`src/rtl/decoder_pkg.sv`:
```
// Shared types and constants for the decoder_scan block.
package decoder_pkg;

  // Controller states: waiting for a request, holding one line, sweeping all lines.
  typedef enum logic [1:0] {
    ST_IDLE = 2'd0,
    ST_HOLD = 2'd1,
    ST_SCAN = 2'd2
  } state_t;

  // Values of the mode input.
  localparam logic MODE_DIRECT = 1'b0;
  localparam logic MODE_SCAN   = 1'b1;

endpackage

```
`src/rtl/decoder_scan_onehot_dec.sv`:
```
// Combinational N-to-2**N one-hot decoder.
module onehot_dec #(
  parameter int IN_W = 3
) (
  input  logic [IN_W-1:0]      sel,
  output logic [(2**IN_W)-1:0] lines
);

  localparam int OUT_W = 2 ** IN_W;

  // Each output line compares the select against its own index.
  generate
    for (genvar gi = 0; gi < OUT_W; gi++) begin : g_line
      assign lines[gi] = (sel == IN_W'(gi));
    end
  endgenerate

endmodule

```
`src/rtl/decoder_scan.sv`:
```
// Decoder with timed hold: drives one registered line for HOLD_CYC cycles,
// either a single selected line or a wrapping sweep over every line.
module decoder_scan
  import decoder_pkg::*;
#(
  parameter int IN_W       = 3,
  parameter int HOLD_CYC   = 4,
  parameter int ACTIVE_LOW = 0
) (
  input  logic                  clk,
  input  logic                  rst_n,
  input  logic                  en,
  input  logic                  mode,
  input  logic [IN_W-1:0]       in_sel,
  input  logic                  in_valid,
  output logic                  in_ready,
  output logic [(2**IN_W)-1:0]  out,
  output logic                  out_valid,
  output logic                  done
);

  localparam int OUT_W  = 2 ** IN_W;
  localparam int CNT_W  = $clog2(HOLD_CYC) + 1;
  localparam int STEP_W = IN_W + 1;

  // XOR mask that turns a one-hot vector into the output polarity; it is
  // also the pattern driven when no line is asserted.
  localparam logic [OUT_W-1:0]  INACTIVE  = {OUT_W{(ACTIVE_LOW != 0)}};
  localparam logic [CNT_W-1:0]  CYC_LAST  = CNT_W'(HOLD_CYC - 1);
  localparam logic [STEP_W-1:0] STEP_LAST = STEP_W'(OUT_W - 1);

  state_t             state_reg;
  logic [CNT_W-1:0]   cyc_reg;
  logic [STEP_W-1:0]  step_reg;
  logic [IN_W-1:0]    idx_reg;
  logic [OUT_W-1:0]   out_reg;
  logic               out_valid_reg;
  logic               done_reg;

  logic [IN_W-1:0]    idx_next;
  logic [IN_W-1:0]    dec_sel;
  logic [OUT_W-1:0]   dec_lines;
  logic [OUT_W-1:0]   dec_pat;
  logic               accept;

  // Natural wrap of the IN_W-bit index gives the OUT_W-1 -> 0 rollover.
  assign idx_next = idx_reg + IN_W'(1);

  // One decoder serves both the accept edge (in_sel) and scan steps (next index).
  assign dec_sel = (state_reg == ST_SCAN) ? idx_next : in_sel;

  onehot_dec #(.IN_W(IN_W)) u_dec (
    .sel   (dec_sel),
    .lines (dec_lines)
  );

  assign dec_pat  = dec_lines ^ INACTIVE;
  assign in_ready = (state_reg == ST_IDLE) && en;
  assign accept   = in_valid && in_ready;

  assign out       = out_reg;
  assign out_valid = out_valid_reg;
  assign done      = done_reg;

  // Controller: accepts requests, times each line, sweeps indices and aborts on en low.
  always_ff @(posedge clk or negedge rst_n) begin
    if (!rst_n) begin
      state_reg     <= ST_IDLE;
      cyc_reg       <= '0;
      step_reg      <= '0;
      idx_reg       <= '0;
      out_reg       <= INACTIVE;
      out_valid_reg <= 1'b0;
      done_reg      <= 1'b0;
    end else begin
      done_reg <= 1'b0;
      case (state_reg)
        ST_IDLE: begin
          out_reg       <= INACTIVE;
          out_valid_reg <= 1'b0;
          if (accept) begin
            out_reg       <= dec_pat;
            out_valid_reg <= 1'b1;
            cyc_reg       <= '0;
            step_reg      <= '0;
            idx_reg       <= in_sel;
            state_reg     <= (mode == MODE_SCAN) ? ST_SCAN : ST_HOLD;
          end
        end
        ST_HOLD, ST_SCAN: begin
          if (!en) begin
            // Abort: drop the line at once and return without a done pulse.
            out_reg       <= INACTIVE;
            out_valid_reg <= 1'b0;
            cyc_reg       <= '0;
            step_reg      <= '0;
            state_reg     <= ST_IDLE;
          end else if (cyc_reg != CYC_LAST) begin
            cyc_reg <= cyc_reg + CNT_W'(1);
          end else if (state_reg == ST_SCAN && step_reg != STEP_LAST) begin
            // Move straight to the next line so no inactive cycle appears between steps.
            step_reg <= step_reg + STEP_W'(1);
            idx_reg  <= idx_next;
            cyc_reg  <= '0;
            out_reg  <= dec_pat;
          end else begin
            out_reg       <= INACTIVE;
            out_valid_reg <= 1'b0;
            done_reg      <= 1'b1;
            cyc_reg       <= '0;
            step_reg      <= '0;
            state_reg     <= ST_IDLE;
          end
        end
        default: begin
          out_reg       <= INACTIVE;
          out_valid_reg <= 1'b0;
          state_reg     <= ST_IDLE;
        end
      endcase
    end
  end

endmodule

```
`config.mk`:
```
export PLATFORM = sky130hd
export DESIGN_NAME = decoder_scan
export DESIGN_NICKNAME = d
export VERILOG_FILES = /design/src/rtl/decoder_pkg.sv /design/src/rtl/decoder_scan_onehot_dec.sv /design/src/rtl/decoder_scan.sv
export SDC_FILE = /design/constraint.sdc
export NUM_CORES = 1
export LEC_CHECK = 0
export BUFFER_PORTS_ARGS = -buffer_cell sky130_fd_sc_hd__buf_2
export CORE_ASPECT_RATIO = 1.4
export CORE_MARGIN = 2
export CORE_UTILIZATION = 48
export DETAILED_ROUTE_END_ITERATION = 16
export GPL_ROUTABILITY_DRIVEN = 0
export PLACE_DENSITY_LB_ADDON = 0.1
export SYNTH_ARGS = -nofsm -noshare
export SYNTH_HDL_FRONTEND = slang
export SYNTH_SLANG_ARGS = --single-unit
```
`constraint.sdc`:
```
create_clock -name clk -period 3.1 [get_ports clk]
set_input_delay 0.155 -clock clk [delete_from_list [all_inputs] [get_ports clk]]
set_output_delay 0.155 -clock clk [all_outputs]
set_load 0.03 [all_outputs]
```
==> After elaboration in Yosys (flattened, before gate mapping) <==
Index checks and enable logic that the tools add are counted.
{ "totals": {"reg_bits": 22} }
{ "op_classes": {"add_sub_neg": 3, "eq_ne": 17, "mux": 35, "n_reduce_logical": 12} }
{ "ops": {"columns": ["operator", "n"], "rows": [
  ["8-bit 2-to-1 mux", 4],
  ["3-bit 2-to-1 mux", 8],
  ["4-bit 2-to-1 mux", 4],
  ["8-bit case mux with 2 select lines", 1],
  ["3-bit equality test (second input constant)", 4],
  ["3-bit case mux with 2 select lines", 2],
  ["2-bit 2-to-1 mux", 5],
  ["1-bit 2-to-1 mux", 8],
  ["2-bit inequality test (second input constant)", 4],
  ["4-bit case mux with 2 select lines", 1],
  ["3-bit by 1-bit adder with 3-bit output (second input constant)", 2],
  ["3-bit by 2-bit equality test with 1-bit output (second input constant)", 2],
  ["3-bit inequality test (second input constant)", 2],
  ["3-bit AND reduction", 2],
  ["5-bit AND reduction", 1],
  ["4-bit by 1-bit adder with 4-bit output (second input constant)", 1],
  ["4-bit by 3-bit inequality test with 1-bit output (second input constant)", 1],
  ["2-bit case mux with 2 select lines", 1],
  ["2-bit AND reduction", 2],
  ["3-bit by 1-bit equality test with 1-bit output (second input constant)", 1],
  ["1-bit logical AND", 3],
  ["3-bit zero test", 1],
  ["3-bit by 2-bit inequality test with 1-bit output (second input constant)", 1],
  ["2-bit by 1-bit equality test with 1-bit output (second input constant)", 1],
  ["5 further kinds", 5]
]} }

==> Longest topological paths before layout <==
Gate-level depths: netlist (run 1).
{ "depth": {"ltp_word": 7, "ltp_mapped": 8} }

==> Cells and area by module <==
From an unflattened synthesis (run 1), not the netlist that was laid out.
{ "unflattened": {"cells_unflattened": 129, "hier_area_um2": 1280.0} }
{ "modules_own_cells": {"columns": ["module", "n_inst", "cells_each", "area_per_inst_um2", "seq_area_each_um2"], "rows": [
  ["decoder_scan", 1, 121, 1214.9, 550.5],
  ["onehot_dec", 1, 8, 65.1, 0.0]
]} }

==> Worst setup path after synthesis (run 1) <==
OpenSTA, ideal clock, no wires.
{ "synth_timing": {"path_kind": "register to register", "start": "reg state_reg[1]", "end": "reg idx_reg[1]", "arrival_ns": 1.804, "required_ns": 2.975, "slack_ns": 1.171, "path_stages_with_launch": 8, "n_path_buf": 1, "synth_period_minus_slack_ns": 1.929, "path_cell_list": "dfrtp_1 inv_1 ha_1 buf_2 nand4b_1 o32ai_1 and2b_1 mux2_2"} }
{ "synth_via": {"elab_chain_len": 5} }
{ "synth_rtl": {"columns": ["element", "line_no", "source"], "rows": [
  ["start: declaration", "decoder_scan.sv:32", "state_t state_reg;"],
  ["start signal: assignment", "decoder_scan.sv:87", "state_reg <= (mode == MODE_SCAN) ? ST_SCAN : ST_HOLD;"],
  ["2-bit zero test", "decoder_scan.sv:58, decoder_scan.sv:77", null],
  ["1-bit logical AND", "decoder_scan.sv:58", "assign in_ready = (state_reg == ST_IDLE) && en;"],
  ["1-bit logical AND", "decoder_scan.sv:59", "assign accept = in_valid && in_ready;"],
  ["2-bit inequality test (no line)", null, null],
  ["5-bit AND reduction (no line)", null, null],
  ["end signal: assignment", "decoder_scan.sv:86", "idx_reg <= in_sel;"],
  ["end signal: assignment", "decoder_scan.sv:103", "idx_reg <= idx_next;"],
  ["end: declaration", "decoder_scan.sv:35", "logic [IN_W-1:0] idx_reg;"]
]} }
Several ways; a longest one is shown, not always the timed one.
A chain may end at the register's enable or synchronous reset.

==> Final worst setup path (run 1) <==
Same ends and word-level chain as after synthesis.

==> impl_results.md, run 1 <==
- Run status: completed
- Global-route wire length before repair: 4.091 mm
- Height of the die: 63.56 um
- Number of I/O pins: 19
- Number of buffers inserted to repair setup after CTS: 0
- Detailed-route DRC error count: 0
- Final setup violating endpoints: 0
- ANT cells: 0
- Drt wl/cell: 14.24 um
- Total via count in the routed design: 938
- Required @ worst endpoint: 3.31 ns
- Worst vdd rail ir drop: 0.4133 mV
- Number of endpoints with negative hold slack in the final report: 0
- Busiest grt layer: met2
- Final Net Count: 150
- Worst Path Class, Setup: reg -> reg
- Cell chosen for the clock root: sky130_fd_sc_hd__clkbuf_4
- Area of the core: 2391 sq um
- Share of flip-flops with an asynchronous set or reset: 100.0%
- PortBufs: 18
- RSZ-0062 raised after global routing: no
- CTS max path bufs: 2
- Highest Clock Rate: 0.4713 GHz
- Tightest Pin Transition: 0.4777 ns
- Top post-synthesis cells by area: sky130_fd_sc_hd__dfrtp_1 45%, sky130_fd_sc_hd__ha_1 7.2%, sky130_fd_sc_hd__a22o_1 4.3%, sky130_fd_sc_hd__o21ai_0 3.7%, sky130_fd_sc_hd__a32o_1 3.3%
- Clock tree from TritonCTS: built
- H-Tree Level Count: 1
- Number of antenna-violating nets in the routed design: 0
- Signed area change from the synthesized netlist to the final layout: 14.81%
- Fraction of met3 tracks used by global routing: 2.006%
- Synth Cell Area: 1216 sq um
- Initial antenna violation count: 0
- Critical path launch point type: flop
- Area leader, netlist: sky130_fd_sc_hd__dfrtp_1
- Yosys warnings: 0
- Register bit total from synthesis: 22
- Reg2reg start: state_reg[1]$_DFFE_PN0P_
- Final number of max-transition violations: 0
- Number of detailed-routing iterations run before antenna repair: 4
- Max transition margin: 67.91%
- Final critical-path setup slack: 0.9782 ns
- Crit path capture type: flop
- Total Negative Setup Slacks: 0 ns
- Count of flip-flops with a built-in enable after synthesis: 0
- Critical path data arrival time: 2.33 ns
- Sequential element share of the synthesized area: 45.27%
- Total global routing overflow: 0
- Final Cycle Share: 68.45%
- Std-Cell Rows: 21
- Yosys top cell area share: 45.27%
- Number of distinct library cells after synthesis: 32
- Mapped Cells: 114
- Total routed wirelength: 2.392 mm
- Post-Syn Nets: 129
- Die Width: 46.54 um
- Tightest Hold Check Type: in -> reg
- Total clock buffers created by CTS: 3
- Starting density of the core: 50.86%
- Slack of the worst reg-to-reg path: 0.98 ns
- Global-route track usage on met2: 33.51%
- Vias in the first global route: 963
- Clock slew at the register clock pins of the worst setup and hold paths: 0.13 ns
- TritonCTS Sinks: 22
- Post-Syn Area per Cell: 10.67 sq um
- Pre-CTS setup slack: 0.9718 ns
- Global-route usage over all layers: 18.52%
- DRT iter0 DRCs: 23
- Leakage power summed over all cells: 0.6762 nW
- Pin count of the biggest net entering global routing: 23
- Max-cap violations: 0
- Half-perimeter wire length after detailed placement: 1.874 mm
- Full die area: 2958 sq um
- Clk_lat worst skew: 0.31 ns
- Launch point of the worst hold path: mode
- Max reg flops: 8
- Vias per cell: 5.583
- Top fanout value on the critical path: 10
- Power density over the cells: 780.8 nW/um^2
- Met1 global-route usage: 21.36%
- Clock skew: 0.007857 ns
- Top flip-flop cell by instance count after synthesis: sky130_fd_sc_hd__dfrtp_1
- Ratio of cells with drive above 1 in the final layout: 23.13%
- Launch point of the critical path: state_reg[1]$_DFFE_PN0P_
- Fin crit period: 2.122 ns
-- layout by cell type, fill, tap and decap left out, types with 3 or more instances in the layout --
cell type,instances
sky130_fd_sc_hd__a21oi_1,7
sky130_fd_sc_hd__a22o_1,6
sky130_fd_sc_hd__a32o_1,4
sky130_fd_sc_hd__buf_2,18
sky130_fd_sc_hd__clkbuf_4,3
sky130_fd_sc_hd__dfrtp_1,22
sky130_fd_sc_hd__ha_1,7
sky130_fd_sc_hd__inv_1,9
sky130_fd_sc_hd__mux2_2,3
sky130_fd_sc_hd__mux2i_1,3
sky130_fd_sc_hd__nand2_1,4
sky130_fd_sc_hd__nand2b_1,4
sky130_fd_sc_hd__nand3_1,5
sky130_fd_sc_hd__nor2_1,6
sky130_fd_sc_hd__o21ai_0,9
-- final timing paths --
| path | cells after the start | to |
|---|---|---|
| max | 6 | idx_reg[1]$_DFFE_PN0P_ |
| min | 2 | state_reg[1]$_DFFE_PN0P_ |
| max reg2reg | 6 | idx_reg[1]$_DFFE_PN0P_ |
| min reg2reg | 1 | cyc_reg[0]$_DFFE_PN0P_ |
| max in group asynchronous | 2 | step_reg[2]$_DFFE_PN0P_ |
| min in group asynchronous | 2 | state_reg[0]$_DFFE_PN0P_ |
-- cell usage after synthesis, types with 3 or more instances --
cell type and n:
sky130_fd_sc_hd__dfrtp_1 22, sky130_fd_sc_hd__nor2_1 6, sky130_fd_sc_hd__inv_1 9, sky130_fd_sc_hd__nand3_1 5, sky130_fd_sc_hd__o21ai_0 9, sky130_fd_sc_hd__mux2i_1 3
sky130_fd_sc_hd__nand2b_1 4, sky130_fd_sc_hd__a32o_1 4, sky130_fd_sc_hd__nand2_1 4, sky130_fd_sc_hd__mux2_2 3, sky130_fd_sc_hd__buf_2 3, sky130_fd_sc_hd__a22o_1 6
sky130_fd_sc_hd__a21oi_1 7, sky130_fd_sc_hd__ha_1 7
-- timing repair --
| action | CTS | global route |
|---|---|---|
| resized for setup | 0 | 0 |
| hold buffers | 1 | 0 |
| endpoints found under the hold margin | 22 | 0 |
-- critical path, cell delays in order (launching register included) --
cell                       delay (ns)
sky130_fd_sc_hd__dfrtp_1         0.44
sky130_fd_sc_hd__inv_1           0.06
sky130_fd_sc_hd__ha_1            0.44
sky130_fd_sc_hd__nand4b_1        0.16
sky130_fd_sc_hd__o32ai_1         0.36
sky130_fd_sc_hd__and2b_1         0.23
sky130_fd_sc_hd__mux2_2          0.34
-- per-stage QoR --
stage / power (mW) / area [sq um] / std cells / utilization (%) / hold WS (ns)
5_1_grt: 1.177 / 1396 / 168 / 58.40 / 0.06665
3_3_place_gp: 0.8645 / 1334 / 163 / 55.78 / 0.1394
4_1_cts: 1.104 / 1396 / 168 / 58.40 / 0.09878
2_1_floorplan: 0.7716 / 1216 / 114 / - / -0.1406
6_report: 1.090 / 1396 / 168 / 58.40 / 0.1033
3_5_place_dp: 0.8795 / 1334 / 163 / 55.78 / 0.1382
-- power breakdown --
group          internal, mW  switching [mW]  total [mW]
combinational         0.198           0.293       0.491
clock                 0.131          0.0894       0.220
sequential            0.340          0.0393       0.379
-- final cells by class --
class | instances | area (sq um)
clock buffers | 3 | 22.52
clock inverters | 1 | 30.03
fillers | 208 | 994.7
inverters | 9 | 33.78
multi-input cells | 80 | 616.8
flip-flops and latches | 22 | 550.5
well taps | 34 | 42.54
repair buffers | 19 | 100.1
-- routing by layer --
layer  share of wire, %  wire [um]  vias up
met5                  0          0        -
met1                 41        981      464
met3                2.8         68        2
li1                   -          -      456
met2                 55       1322       16
met4               0.79         19        0
-- cells by family (layout without fill, tap and decap cells) --
logic type,Yosys count,after routing,synth area share [%]
fa+ha+maj,7,7,7.201
mux,6,6,5.247
flops,22,22,45.27
compound gates,33,33,19.65
simple gates,33,33,17.90
buf+inv,12,32,4.012
xor+xnor,1,1,0.7203
No activity file was read; power rests on OpenSTA's default activity.
==> run 2: changes to the inputs <==
==> constraint.sdc (replaced) <==
create_clock -name clk -period 2 [get_ports clk]
set_input_delay 0.1 -clock clk [delete_from_list [all_inputs] [get_ports clk]]
set_output_delay 0.1 -clock clk [all_outputs]
set_load 0.03 [all_outputs]
==> impl_results.md, run 2 (synthesized netlist as in run 1, its figures left out) <==
- Number of I/O pins: 19 (unchanged)
- Total global routing overflow: 0 (unchanged)
- Number of endpoints with negative hold slack in the final report: 0 (unchanged)
- Number of antenna-violating nets in the routed design: 0 (unchanged)
- Worst Path Class, Setup: reg -> reg (unchanged)
- Clock tree from TritonCTS: built (unchanged)
- Crit path capture type: flop (unchanged)
- Height of the die: 63.56 um (unchanged)
- TritonCTS Sinks: 22 (unchanged)
- Signed area change from the synthesized netlist to the final layout: 22.22% (was 14.81%)
- Tightest Hold Check Type: in -> reg (unchanged)
- Total met3 wirelength after detailed routing: 76 um (was 68 um)
- Vias in the first global route: 998 (was 963)
- ANT cells: 0 (unchanged)
- Hold_ws: 0.03144 ns (was 0.1033 ns)
- Half-perimeter wire length after detailed placement: 1.934 mm (was 1.874 mm)
- Drt wl/cell: 14.72 um (was 14.24 um)
- Std-Cell Rows: 21 (unchanged)
- Critical path data arrival time: 2.11 ns (was 2.33 ns)
- Final number of max-transition violations: 0 (unchanged)
- Total Negative Setup Slacks: 0 ns (unchanged)
- Full die area: 2958 sq um (unchanged)
- Uppermost signal routing layer after detailed routing: met4 (unchanged)
- Power density over the cells: 1266 nW/um^2 (was 780.8 nW/um^2)
- CTS max path bufs: 2 (unchanged)
- Max transition margin: 67.16% (was 67.91%)
- Run status: completed (unchanged)
- Highest Clock Rate: 0.5377 GHz (was 0.4713 GHz)
- Final design area excluding fillers: 1486 sq um (was 1396 sq um)
- Cell chosen for the clock root: sky130_fd_sc_hd__clkbuf_4 (unchanged)
- Top fanout value on the critical path: 4 (was 10)
- RSZ-0062 raised after global routing: no (unchanged)
- Clock slew at the register clock pins of the worst setup and hold paths: 0.12 ns (was 0.13 ns)
- Leakage power summed over all cells: 0.7219 nW (was 0.6762 nW)
- Vias per cell: 5.497 (was 5.583)
- Total via count in the routed design: 973 (was 938)
- Final Net Count: 159 (was 150)
- Final setup violating endpoints: 0 (unchanged)
- Worst vdd rail ir drop: 0.8564 mV (was 0.4133 mV)
- Fin crit period: 1.860 ns (was 2.122 ns)
- Area of the core: 2391 sq um (unchanged)
- Detailed-route wire length on metal 1: 1.060 mm (was 981 um)
- Die Width: 46.54 um (unchanged)
- Global-route usage over all layers: 19.66% (was 18.52%)
- Tightest Pin Transition: 0.4927 ns (was 0.4777 ns)
- PortBufs: 18 (unchanged)
- Pin count of the biggest net entering global routing: 23 (unchanged)
- Max-cap violations: 0 (unchanged)
- Clk_lat worst skew: 0.31 ns (about the same)
- Global-route wire length before repair: 4.347 mm (was 4.091 mm)
- H-Tree Level Count: 1 (unchanged)
- Starting density of the core: 50.86% (unchanged)
- Ratio of cells with drive above 1 in the final layout: 30.77% (was 23.13%)
- Max reg flops: 8 (unchanged)
- DRT iter0 DRCs: 30 (was 23)
- Required @ worst endpoint: 2.25 ns (was 3.31 ns)
- Placement Cell Area: 1379 sq um (was 1334 sq um)
- Initial antenna violation count: 0 (unchanged)
- Most frequent standard cell in the layout excluding fill and tap cells: sky130_fd_sc_hd__dfrtp_1 (unchanged)
- Met2 wire length: 1.435 mm (was 1.322 mm)
- Total clock buffers created by CTS: 3 (unchanged)
- Clock skew: 0.004325 ns (was 0.007857 ns)
- Critical path launch point type: flop (unchanged)
- Final Cycle Share: 92.98% (was 68.45%)
- Number of detailed-routing iterations run before antenna repair: 4 (unchanged)
- Detailed-route DRC error count: 0 (unchanged)
- Total routed wirelength: 2.605 mm (was 2.392 mm)
- Commonest cells after routing, fill and taps aside: 22 x sky130_fd_sc_hd__dfrtp_1, 18 x sky130_fd_sc_hd__buf_2, 9 x sky130_fd_sc_hd__o21ai_0, 9 x sky130_fd_sc_hd__buf_4, 8 x sky130_fd_sc_hd__inv_1 (was 22 x sky130_fd_sc_hd__dfrtp_1, 18 x sky130_fd_sc_hd__buf_2, 9 x sky130_fd_sc_hd__inv_1, 9 x sky130_fd_sc_hd__o21ai_0)
==> run 2: changes by cell type in the layout (fill, tap and decap cells not counted), sizes merged <==
cell  previous run  this run
buf             18        27
==> run 2: critical path: stages, from the launching register on <==
cell                      delay (ns)
sky130_fd_sc_hd__dfrtp_1        0.40
sky130_fd_sc_hd__inv_2          0.07
sky130_fd_sc_hd__ha_4           0.28
sky130_fd_sc_hd__nand2_1        0.08
sky130_fd_sc_hd__o31a_1         0.37
sky130_fd_sc_hd__nor4b_4        0.38
sky130_fd_sc_hd__a32o_1         0.22
==> run 2: final cells by class <==
cell class | count | area (sq um)
tap | 34 | 42.54
clock inverter | 1 | 30.03
timing repair buffer | 28 | 167.7
inverter | 9 | 33.78
fill | 206 | 904.6
clock buffer | 3 | 22.52
sequential | 22 | 550.5
multi-input combinational | 80 | 639.4
==> run 2: per-layer routing <==
layer | global-route usage (%) | vias up
li1 | - | 477
met1 | 24.32 | 469
met2 | 34.55 | 22
met3 | 1.719 | 5
met4 | 5.357 | 0
met5 | 0 | -
==> run 2: final timing paths <==
kind	startpoint	end	slack, ns	depth (start not counted)
worst min-delay path	mode	state_reg[1]$_DFFE_PN0P_	0.03	2
min in group asynchronous	rst_n	out_valid$_DFFE_PN0P_	0.27	2
worst max register to register	state_reg[0]$_DFFE_PN0P_	out[6]$_DFFE_PN0P_	0.14	6
worst max-delay path	state_reg[0]$_DFFE_PN0P_	out[6]$_DFFE_PN0P_	0.14	6
worst min register to register	out[2]$_DFFE_PN0P_	out[2]$_DFFE_PN0P_	0.52	1
max in group asynchronous	rst_n	done$_DFF_PN0_	1.40	2
==> run 2: stage by stage <==
stage,util (%),cells,power [mW],setup WS (ns)
after detailed placement,57.67,169,1.448,0.06477
after global routing,62.17,177,2.016,0.01783
after global placement,57.67,169,1.424,0.1266
final,62.17,177,1.882,0.1404
after CTS,60.28,174,1.794,0.01947
after floorplan,-,114,1.196,0.07101
==> run 2: power by group <==
part           switching, mW  total, mW  internal, mW
registers             0.0569      0.584         0.527
logic                  0.523      0.959         0.436
clock network          0.137      0.339         0.203
==> run 2: timing repair <==
| item | in CTS | in global routing |
|---|---|---|
| buffers inserted | 0 | 3 |
| endpoints found under the hold margin | 22 | 0 |
| hold buffers | 1 | 0 |
| setup endpoints to repair | 0 | 1 |
| resized for setup | 0 | 4 |
